File: config.mk
export PLATFORM = sky130hd
export DESIGN_NAME = tone_period_detector_flat
export DESIGN_NICKNAME = d
export VERILOG_FILES = /design/src/rtl/tone_period_detector_if.sv /design/src/rtl/tone_period_detector.sv /design/src/flat_wrapper.sv
export SDC_FILE = /design/constraint.sdc
export NUM_CORES = 1
export LEC_CHECK = 0
export ABC_AREA = 1
export CORE_UTILIZATION = 30
export DETAILED_ROUTE_END_ITERATION = 10
export PLACE_DENSITY = 0.54
export SYNTH_ARGS = -nofsm -noshare
export SYNTH_HDL_FRONTEND = slang
export SYNTH_SLANG_ARGS = --single-unit
File: constraint.sdc
create_clock -name clk -period 3.4 [get_ports clk]
set_clock_uncertainty 0.2 [all_clocks]
set_input_delay 0.51 -clock clk [delete_from_list [all_inputs] [get_ports clk]]
set_output_delay 0.51 -clock clk [all_outputs]
set_load 0.05 [all_outputs]
File: src/rtl/tone_period_detector_if.sv
// Square-wave input and published tone outputs of the period detector.
// master = detector side, slave = source/consumer side.
interface tone_period_detector_if #(
  parameter int PERIOD_WIDTH = 24
);
  logic                    square_wave_in;
  logic [PERIOD_WIDTH-1:0] tone;
  logic                    tone_valid;
  logic                    locked;

  modport master (input square_wave_in, output tone, tone_valid, locked);
  modport slave  (output square_wave_in, input tone, tone_valid, locked);
endinterface

File: src/rtl/tone_period_detector.sv
// Measures the half-period of an asynchronous square wave and publishes it
// as a tone word once the same interval repeats STABLE_COUNT times.
module tone_period_detector #(
  parameter int          PERIOD_WIDTH = 24,
  parameter int          SYNC_STAGES  = 2,
  parameter int          STABLE_COUNT = 2,
  parameter int unsigned TIMEOUT      = (1 << 24) - 1
) (
  input logic                    clk,
  input logic                    rst,
  tone_period_detector_if.master bus
);
  localparam int MW = $clog2(STABLE_COUNT + 1);
  localparam logic [PERIOD_WIDTH-1:0] CNT_MAX = '1;
  localparam logic [PERIOD_WIDTH-1:0] TO      = PERIOD_WIDTH'(TIMEOUT);
  localparam logic [MW-1:0]           SC      = MW'(STABLE_COUNT);

  typedef enum logic [1:0] {SILENT, ARMED, LOCKED} state_t;

  state_t                  state_q, state_d;
  logic [SYNC_STAGES-1:0]  sync_pipe;
  logic                    prev_q;
  logic                    edge_det;
  logic [PERIOD_WIDTH-1:0] cnt_q, cnt_d;
  logic [PERIOD_WIDTH-1:0] cand_q, cand_d;
  logic [PERIOD_WIDTH-1:0] tone_q, tone_d;
  logic [MW-1:0]           mcnt_q, mcnt_d, mcnt_upd;
  logic                    tv_q, tv_d;
  logic                    lock_q, lock_d;

  assign edge_det = sync_pipe[SYNC_STAGES-1] != prev_q;

  always_comb begin
    state_d = state_q;
    cnt_d   = cnt_q;
    cand_d  = cand_q;
    tone_d  = tone_q;
    mcnt_d  = mcnt_q;
    tv_d    = 1'b0;
    lock_d  = lock_q;
    // match count as it will be after this edge's sample (cnt_q) is folded in
    if (cnt_q == cand_q)
      mcnt_upd = (mcnt_q == SC) ? SC : mcnt_q + 1'b1;
    else
      mcnt_upd = MW'(1);

    case (state_q)
      SILENT: begin
        if (edge_det) begin
          cnt_d   = PERIOD_WIDTH'(1);
          state_d = ARMED;
        end
      end
      ARMED, LOCKED: begin
        if (edge_det) begin
          cnt_d  = PERIOD_WIDTH'(1);
          cand_d = cnt_q;
          mcnt_d = mcnt_upd;
          if (mcnt_upd == SC && cnt_q != tone_q) begin
            tone_d  = cnt_q;
            tv_d    = 1'b1;
            lock_d  = 1'b1;
            state_d = LOCKED;
          end
        end else if (cnt_q == TO) begin
          // an edge on this same cycle would have taken the branch above
          state_d = SILENT;
          cand_d  = '0;
          mcnt_d  = '0;
          lock_d  = 1'b0;
          cnt_d   = (cnt_q == CNT_MAX) ? cnt_q : cnt_q + 1'b1;
          if (tone_q != '0) begin
            tone_d = '0;
            tv_d   = 1'b1;
          end
        end else begin
          cnt_d = (cnt_q == CNT_MAX) ? cnt_q : cnt_q + 1'b1;
        end
      end
      default: state_d = SILENT;
    endcase
  end

  always_ff @(posedge clk or negedge rst) begin
    if (!rst) begin
      state_q   <= SILENT;
      sync_pipe <= '0;
      prev_q    <= 1'b0;
      cnt_q     <= '0;
      cand_q    <= '0;
      tone_q    <= '0;
      mcnt_q    <= '0;
      tv_q      <= 1'b0;
      lock_q    <= 1'b0;
    end else begin
      state_q   <= state_d;
      sync_pipe <= {sync_pipe[SYNC_STAGES-2:0], bus.square_wave_in};
      prev_q    <= sync_pipe[SYNC_STAGES-1];
      cnt_q     <= cnt_d;
      cand_q    <= cand_d;
      tone_q    <= tone_d;
      mcnt_q    <= mcnt_d;
      tv_q      <= tv_d;
      lock_q    <= lock_d;
    end
  end

  assign bus.tone       = tone_q;
  assign bus.tone_valid = tv_q;
  assign bus.locked     = lock_q;
endmodule
File: src/flat_wrapper.sv
// flat-port wrapper written by rule: the top's interface ports become plain ports
module tone_period_detector_flat 
#(
  parameter int          PERIOD_WIDTH = 24,
  parameter int          SYNC_STAGES  = 2,
  parameter int          STABLE_COUNT = 2,
  parameter int unsigned TIMEOUT      = (1 << 24) - 1
)
  (clk, rst, bus_square_wave_in, bus_tone, bus_tone_valid, bus_locked);
  tone_period_detector_if #(.PERIOD_WIDTH(PERIOD_WIDTH)) bus_i ();
  input logic clk;
  input logic rst;
  input wire logic [$bits(bus_i.square_wave_in)-1:0] bus_square_wave_in;
  output wire logic [$bits(bus_i.tone)-1:0] bus_tone;
  output wire logic [$bits(bus_i.tone_valid)-1:0] bus_tone_valid;
  output wire logic [$bits(bus_i.locked)-1:0] bus_locked;
  assign bus_i.square_wave_in = bus_square_wave_in;
  assign bus_tone = bus_i.tone;
  assign bus_tone_valid = bus_i.tone_valid;
  assign bus_locked = bus_i.locked;
  tone_period_detector #(.PERIOD_WIDTH(PERIOD_WIDTH), .SYNC_STAGES(SYNC_STAGES), .STABLE_COUNT(STABLE_COUNT), .TIMEOUT(TIMEOUT)) u_core (.clk(clk), .rst(rst), .bus(bus_i));
endmodule
Yosys cells after proc, flatten, opt, wreduce, memory -nomap -nowiden:

Cells that the tools add are included.

* bits in registers: 81
* bits in latches: 0
* bits in writable memories: 0
* ROM bits: 0
* bits of input ports: 3
* memories: 0

* $add $sub $neg: 2
* $mul: 0
* divide/modulo/power cells: 0
* $lt $le $gt $ge: 0
* eq/ne operators: 13
* shift operators: 0
* mux-type cells: 26
* bitwise operators: 0
* reductions and logical operators: 12

Operator list (count)
* 2-to-1 mux 24 bit: 9
* one-hot mux 24 bit (2 select lines): 1
* adder 24 x 1 -> 24 bit, second input constant: 1
* == test 24 bit: 1
* == test 24 bit, second input constant: 1
* != test 24 bit: 1
* nonzero test 24 bit: 1
* 2-to-1 mux 2 bit: 7
* AND reduction 3 bit: 3
* 2-to-1 mux 1 bit: 8
* == test 2 bit, second input constant: 3
* nonzero test 2 bit: 3
* one-hot mux 2 bit (2 select lines): 1
* AND reduction 4 bit: 1
* != test 3 x 1 -> 1 bit, second input constant: 1
* != test 3 x 2 -> 1 bit, second input constant: 1
* != test 3 bit, second input constant: 1
* adder 2 x 1 -> 2 bit, second input constant: 1
* == test 2 x 1 -> 1 bit, second input constant: 1
* logical NOT 2 bit: 1
* != test 2 x 1 -> 1 bit, second input constant: 1
* != test 2 bit, second input constant: 1
* AND reduction 2 bit: 1
* OR reduction 2 bit: 1
* 2 further kinds: 2

Logic depth before layout (Yosys ltp):

Gate-level depths: netlist (run 1).

* word-level depth: 8
* depth in mapped cells: 16
* mapped depth without buffers: 14

Worst setup path before layout (run 1):

Ideal clock, no wire load.

* path kind: register to register
* from: register u_core.cnt_q[0]
* to: register u_core.cnt_q[4]
* library setup time: 142 ps
* arrival time: 1729 ps
* required time: 3058 ps
* slack: 1329 ps
* stages on the path, launching flop included: 14
* period minus slack after synthesis: 2071 ps
* path through: dfrtp_1 > ha_1 > nand2_1 > inv_1 > nand2_1 > nor2_2 > nand2_2 > nor2_8 > nand4_4 > nand2_4 > buf_6 > nor2_1 > xor2_1 > nor2_1

* cells in the longest elaborated chain, start to end: 4
* elaborated cells on any way between the ends: 7
* classes of those cells: 1 x add/sub; 2 x eq/ne; 3 x mux; 1 x reduce/logical

RTL lines
* start, declared: line tone_period_detector.sv:24 `logic [PERIOD_WIDTH-1:0] cnt_q, cnt_d;`
* start signal, assigned: line tone_period_detector.sv:99 `cnt_q <= cnt_d;`
* adder 24 x 1 -> 24 bit: line tone_period_detector.sv:71, tone_period_detector.sv:77
* 2-to-1 mux 24 bit: line tone_period_detector.sv:65 `end else if (cnt_q == TO) begin`
* 2-to-1 mux 24 bit: line tone_period_detector.sv:55 `if (edge_det) begin`
* one-hot mux 24 bit (2 select lines): line tone_period_detector.sv:47 `case (state_q)`

Parallel ways exist; a longest one is shown, timed or not. The select of a mux whose other input is x is not followed.
A chain may end at the register's enable or synchronous reset.

Worst setup path in the final report (run 1):

* from: register u_core.prev_q
* to: register u_core.tone_q[4], in the netlist u_core.bus.tone[4]

* cells in the longest elaborated chain, start to end: 3
* elaborated cells on any way between the ends: 6
* classes of those cells: 2 x eq/ne; 1 x mux; 3 x reduce/logical

RTL lines
* start, declared: line tone_period_detector.sv:22 `logic prev_q;`
* start signal, assigned: line tone_period_detector.sv:98 `prev_q <= sync_pipe[SYNC_STAGES-1];`
* != test 1 bit *: line tone_period_detector.sv:31 `assign edge_det = sync_pipe[SYNC_STAGES-1] != prev_q;`
* != test 2 bit (no line) / nonzero test 2 bit (equally long branches)
* AND reduction 4 bit (no line)
* end signal, assigned: line tone_period_detector.sv:101 `tone_q <= tone_d;`
* end, declared: line tone_period_detector.sv:26 `logic [PERIOD_WIDTH-1:0] tone_q, tone_d;`

Mark *: on every way between the ends. The rest lies on a longest branch, timed or not.

==> reports/results.ini, run 1 <==
[timing]
tightest_slew_ns=1.061
period_share_pct=79.68
timing.final.ws_setup_ns=0.6910
slew_headroom_pct=29.29
fin_tns_setup_ns=0
min_period_ns=2.709
hold_viol_final=0
drv_slew=0
rsz0062_at_grt=false
max_freq_ghz=0.3691
finalSetupViolCount=0

[layout]
num_antenna_cells=0
fillers=1574
area_growth_syn_to_layout_pct=16.72
final_layout_size_suffix_gt1_share_pct=6.835
nets=675

[global_routing]
use_met3_pct=3.823
grt_use_met2_pct=27.62
grt_pass1_vias=4150
met1_usage_pct=22.16
antenna_found_initial=0
overflow=0
busiest_layer=met2
grt_usage_pct=17.00
grt_pass1_wl_mm=21.16
grt_max_degree=82

[critical_path]
cp.arrival_ns=2.75
worst_path_max_delay_cell=nor2_2
path_cells=or2_1 -> nand2_2 -> inv_2 -> nor2_2 -> nand4_4 -> nand2_4 -> nand2_4 -> nand2_1 -> nand2_1
crit_type=reg2reg
cpPeakStageDelay_ns=0.46
crit_path_start_kind=flip-flop
crit_fanout=28
endpoint_kind=flip-flop
crit_required_ns=3.44

[synth]
synth_area_per_cell_um2=7.214
ys_types=31
yosysMostFrequentCell=nand2_1
synth-edff-count=0
synth_largest_area_cell=dfrtp_1
ys_warn_count=0
synthesis.area_um2=4624
ys_top_cells_by_area=dfrtp_1 (44%), nand2_1 (19%), inv_1 (6.7%)
yosysSeqAreaShare_pct=43.83
synth_seq_cells=81
synth_fp_nets=648
synth.top_cells.by_count=nand2_1 (229), inv_1 (83), dfrtp_1 (81)
netlist_instances=641
synth_ff_type=dfrtp_1
synthArstFlopShare_pct=100.0
synth.top_cell.area_share_pct=43.83

[routing]
routedWlPerCell_um=14.45
num_vias=4053
drt_wl_total_mm=12.44
viasPerCell=4.707
drtIter0Drc=292
drtPass1Iterations=5
final_antenna_net_count=0
drc=0

[clocking]
clock_latency_ns=0.35
root_buffer=clkbuf_16
cts_tree=yes
cts_buffers=9
post_cts_buffers=0
cts_buffer_depth=2
cts.clk_slew.worst_paths_ns=0.06
clkSinkCount=81
cts_resized=0
ctsHoldBuffers=0
htreeDepth=3

[power_and_ir_drop]
ir_drop_mv=0.2688
p_per_area_nw_per_um2=590.6
leakagePower_nw=2.605

[hold_path]
hp-class=in2async

[floorplanning]
core.rowCount=45
die_w_um=126.2
coreArea_um2=15150
die-area_um2=15920
fp.dieH_um=126.2
ios=29
initial_utilization_pct=30.53

[place]
dp_hpwl_mm=8.632
pre_cts_slack_ns=0.7043
finalWeightedCongestion=0.8162
portBuffers=28

[flow_run]
cap_violations=0

[outcome]
status=finished, final reports clean

==> sequential cells by signal, summed over array words and instances, names as in the netlist <==
register,count
u_core.bus.locked,1
u_core.bus.tone,24
u_core.bus.tone_valid,1
u_core.cand_q,24
u_core.cnt_q,24
u_core.mcnt_q,2
u_core.prev_q,1
u_core.state_q,2
u_core.sync_pipe,2
==> worst paths after layout <==
check                                              startpoint                               to  slack [ns]  depth (start not counted)
worst max register to register        u_core.prev_q$_DFF_PN0_   u_core.bus.tone[4]$_DFFE_PN0P_        0.69                          9
worst min-delay path                                      rst  u_core.bus.tone[13]$_DFFE_PN0P_        0.14                          1
min in group clk                u_core.sync_pipe[0]$_DFF_PN0_    u_core.sync_pipe[1]$_DFF_PN0_        0.16                          0
max in group asynchronous                                 rst    u_core.sync_pipe[1]$_DFF_PN0_        2.17                          1
worst max-delay path                  u_core.prev_q$_DFF_PN0_   u_core.bus.tone[4]$_DFFE_PN0P_        0.69                          9
worst min register to register  u_core.sync_pipe[0]$_DFF_PN0_    u_core.sync_pipe[1]$_DFF_PN0_        0.16                          0
==> layout by cell type (no fill, tap or decap) <==
cell type,count
ha_1,4
inv_2,9
clkinvlp_4,1
o21ai_1,4
clkbuf_8,1
nand3_1,33
nor3_1,12
nor2_8,1
clkbuf_1,1
o21ai_4,1
a21oi_1,15
clkdlybuf4s50_1,27
nand2_2,3
bufinv_16,3
nor3b_2,2
clkbuf_16,9
nor2_2,4
nor2_1,64
buf_4,4
clkinv_2,1
nand4_1,9
nand4_4,1
xor2_1,14
nand2_4,3
o22ai_1,26
dfrtp_1,81
inv_1,83
clkinv_1,1
nand3_2,3
nor4_1,8
o21a_1,2
o21ai_0,12
a22oi_1,1
or2_1,1
nand2_1,229
==> logic make-up after synthesis <==
kind of cell             share of synthesized area, %
XOR/XNOR                                        2.652
buffers and inverters                           9.875
adder cells (fa/ha/maj)                         1.082
AND/OR/NAND/NOR                                 34.85
AO/OA/AOI/OAI                                   7.711
flip-flops                                      43.83
==> layer usage <==
metal  up-vias  wire [um]
met4         0        214
met3        17        503
li1       2070          -
met5         -          0
met1      1891       5884
met2        75       5836
==> worst max-delay path: cells and delay by family, from the launching register on <==
kind | cells | cell delay (ns)
flip-flops | 1 | 0.37
buffers and inverters | 1 | 0.22
AND/OR/NAND/NOR | 8 | 1.80
==> final cells by class <==
| class | count | area, um^2 | share of cell area [%] |
|---|---|---|---|
| flip-flops and latches | 81 | 2027 | 37.55 |
| repair buffers | 31 | 300.3 | 5.563 |
| multi-input cells | 452 | 2141 | 39.66 |
| inverters | 93 | 349.1 | 6.467 |
| clock buffers | 11 | 242.7 | 4.497 |
| well taps | 188 | 235.2 | 4.358 |
| clock inverters | 5 | 102.6 | 1.901 |
==> report_power, final <==
group / internal [mW] / switching (mW)
Combinational: 0.258 / 0.697
Clock: 0.737 / 0.404
Sequential: 1.03 / 0.0582
==> metrics by stage <==
| stage | total power, mW | cells | hold WS, ns | util (%) | cell area [um^2] |
|---|---|---|---|---|---|
| final | 3.188 | 861 | 0.1406 | 35.64 | 5398 |
| after CTS | 3.215 | 861 | 0.1640 | 35.64 | 5398 |
| after floorplan | 1.791 | 641 | 0.01441 | - | 4624 |
| after global routing | 3.366 | 861 | 0.1763 | 35.64 | 5398 |
| after global placement | 2.039 | 845 | 0.1471 | 33.36 | 5052 |
| after detailed placement | 2.055 | 845 | 0.1498 | 33.36 | 5052 |
Power figures use the tool's default switching activity.
==> run 2: changes to the inputs <==
==> constraint.sdc (replaced) <==
create_clock -name clk -period 2.8 [get_ports clk]
set_clock_uncertainty 0.2 [all_clocks]
set_input_delay 0.42 -clock clk [delete_from_list [all_inputs] [get_ports clk]]
set_output_delay 0.42 -clock clk [all_outputs]
set_load 0.05 [all_outputs]
==> reports/results.ini, run 2 (synthesized netlist as in run 1, its figures left out) <==
[layout]
num_antenna_cells=0  ; unchanged
final_layout_size_suffix_gt1_share_pct=7.794  ; +0.96 points
final_common_cell=nand2_1
final_cell_mix=nand2_1 (229), inv_1 (83), dfrtp_1 (81), nor2_1 (64), nand3_1 (33)
nets=684  ; +1.3%
area_growth_syn_to_layout_pct=18.56
final_cells=868  ; +0.81%

[clocking]
htreeDepth=3  ; unchanged
clock_latency_ns=0.35  ; about the same
cts_buffers=9  ; unchanged
clkSinkCount=81  ; unchanged
root_buffer=clkbuf_16
cts_tree=yes
cts.clk_slew.worst_paths_ns=0.06  ; about the same
cts_buffer_depth=2  ; unchanged
post_cts_buffers=0  ; unchanged

[hold_path]
hp-class=reg2reg
min_path_cells=0
worstHoldStart=u_core.sync_pipe[0]$_DFF_PN0_
hold_end=u_core.sync_pipe[1]$_DFF_PN0_

[timing]
rsz0062_at_grt=false
drv_slew=0  ; unchanged
slew_headroom_pct=60.71  ; +31 points
min_period_ns=2.592  ; -0.1167 ns
fin_tns_setup_ns=0  ; unchanged
max_freq_ghz=0.3858  ; +4.5%
hold_viol_final=0  ; unchanged
timing.final.ws_setup_ns=0.2077  ; -0.4833 ns
tightest_slew_ns=0.5893  ; -0.4713 ns
finalSetupViolCount=0  ; unchanged
whs_ns=0.1470  ; +0.006363 ns
period_share_pct=92.58  ; +13 points

[critical_path]
cp.arrival_ns=2.68  ; -0.07 ns
crit_fanout=22  ; -21%
endpoint_kind=flip-flop
crit_family=simple AND/OR/NAND/NOR gates
crit_path_start_kind=flip-flop
path_buf_inv=2  ; +1
cpMostUsedCell=nand2_1
r2r-start=u_core.cnt_q[0]$_DFFE_PN0P_
path_cells=ha_1 -> nand2_1 -> inv_1 -> nand2_1 -> nor2_2 -> nand2_2 -> nor2_8 -> nand4_4 -> nand2_8 -> inv_2 -> o21ai_0 -> o21a_1
crit_required_ns=2.89  ; -0.55 ns
crit_type=reg2reg
r2r-end=u_core.cnt_q[8]$_DFFE_PN0P_
rrSetupSlack_ns=0.21  ; -0.48 ns
cpPeakStageDelay_ns=0.48  ; +0.02 ns
worst_path_max_delay_cell=dfrtp_1
rr_worst_depth=12  ; +3

[routing]
drt-met1-wl_mm=6.065  ; +3.1%
drtIter0Drc=337  ; +15%
final_antenna_net_count=0  ; unchanged
routedWlPerCell_um=15.00  ; +3.8%
num_vias=4259  ; +5.1%
drtPass1Iterations=4  ; -1
dr_wl_met2_mm=6.191  ; +6.1%
viasPerCell=4.907  ; +4.2%
drc=0  ; unchanged
wl_met3_um=606  ; +20%
drt_wl_total_mm=13.02  ; +4.6%
highest_layer=met4

[floorplanning]
fp.dieH_um=126.2  ; unchanged
coreArea_um2=15150  ; unchanged
die_w_um=126.2  ; unchanged
die-area_um2=15920  ; unchanged
ios=29  ; unchanged
core.rowCount=45  ; unchanged
initial_utilization_pct=30.53  ; unchanged

[place]
portBuffers=28  ; unchanged
dp_hpwl_mm=9.100  ; +5.4%
pre_cts_slack_ns=0.1441  ; -0.5602 ns
dp.cells=853  ; +0.95%
finalWeightedCongestion=0.8229  ; +0.82%

[power_and_ir_drop]
power_mw=3.869  ; +21%
leakagePower_nw=2.646  ; +1.6%
p_per_area_nw_per_um2=705.7  ; +19%
ir_drop_mv=0.3398  ; +26%

[global_routing]
grt_usage_pct=17.37  ; +0.37 points
grt_max_degree=43  ; -48%
grt_pass1_wl_mm=21.36  ; +0.95%
overflow=0  ; unchanged
grt_pass1_vias=4016  ; -3.2%
antenna_found_initial=0  ; unchanged

[outcome]
status=finished, final reports clean

[flow_run]
cap_violations=0  ; unchanged

## run 2: metrics by stage
| stage | cell area [um^2] | util, % |
|---|---|---|
| after CTS | 5465 | 36.08 |
| after detailed placement | 5137 | 33.92 |
| after floorplan | 4624 | - |
| after global placement | 5137 | 33.92 |
| after global routing | 5483 | 36.20 |
| final | 5483 | 36.20 |
## run 2: repair_timing
item / 4_1_cts / 5_1_grt
endpoints found under the setup margin: 0 / 6
hold buffers: 1 / 0
gates resized for setup: 0 / 2
hold endpoints to repair: 40 / 0
## run 2: worst max-delay path by stage
stage | cells after the start | start | slack (ns) | end
6_report | 12 | u_core.cnt_q[0]$_DFFE_PN0P_ | 0.21 | u_core.cnt_q[8]$_DFFE_PN0P_
5_1_grt | 13 | u_core.cnt_q[0]$_DFFE_PN0P_ | 0.01 | u_core.cnt_q[10]$_DFFE_PN0P_
4_1_cts | 13 | u_core.cnt_q[0]$_DFFE_PN0P_ | 0.12 | u_core.cnt_q[10]$_DFFE_PN0P_
3_5_place_dp | 13 | u_core.cnt_q[0]$_DFFE_PN0P_ | 0.14 | u_core.cnt_q[10]$_DFFE_PN0P_
3_3_place_gp | 13 | u_core.cnt_q[0]$_DFFE_PN0P_ | 0.16 | u_core.cnt_q[10]$_DFFE_PN0P_
2_1_floorplan | 13 | u_core.cnt_q[0]$_DFFE_PN0P_ | 0.73 | u_core.cnt_q[4]$_DFFE_PN0P_
## run 2: report_power, final
group	leakage, nW	total, mW	switching [mW]	internal (mW)
registers	1.11	1.34	0.0806	1.26
clock network	0.157	1.31	0.490	0.819
logic	1.38	1.22	0.860	0.363
## run 2: layout make-up
class                      instances  area (um^2)
sequential                        81         2027
clock buffer                      11        252.7
tap                              188        235.2
fill                            1543         9663
clock inverter                     3        65.06
inverter                          93        349.1
multi-input combinational        452         2158
timing repair buffer              40        395.4
## run 2: worst register-to-register path, delay by kind of cell, from the launching register on
kind | cells | cell delay, ns
adders and majority gates | 1 | 0.23
and+or+nand+nor | 7 | 1.06
buffers and inverters | 2 | 0.24
AOI/OAI and AO/OA | 2 | 0.32
DFF | 1 | 0.48
## run 2: layer usage
| metal | GRT usage (%) | up-vias |
|---|---|---|
| met4 | 6.095 | 0 |
| met3 | 3.186 | 12 |
| met5 | 0 | - |
| li1 | - | 2085 |
| met2 | 27.88 | 105 |
| met1 | 23.42 | 2057 |
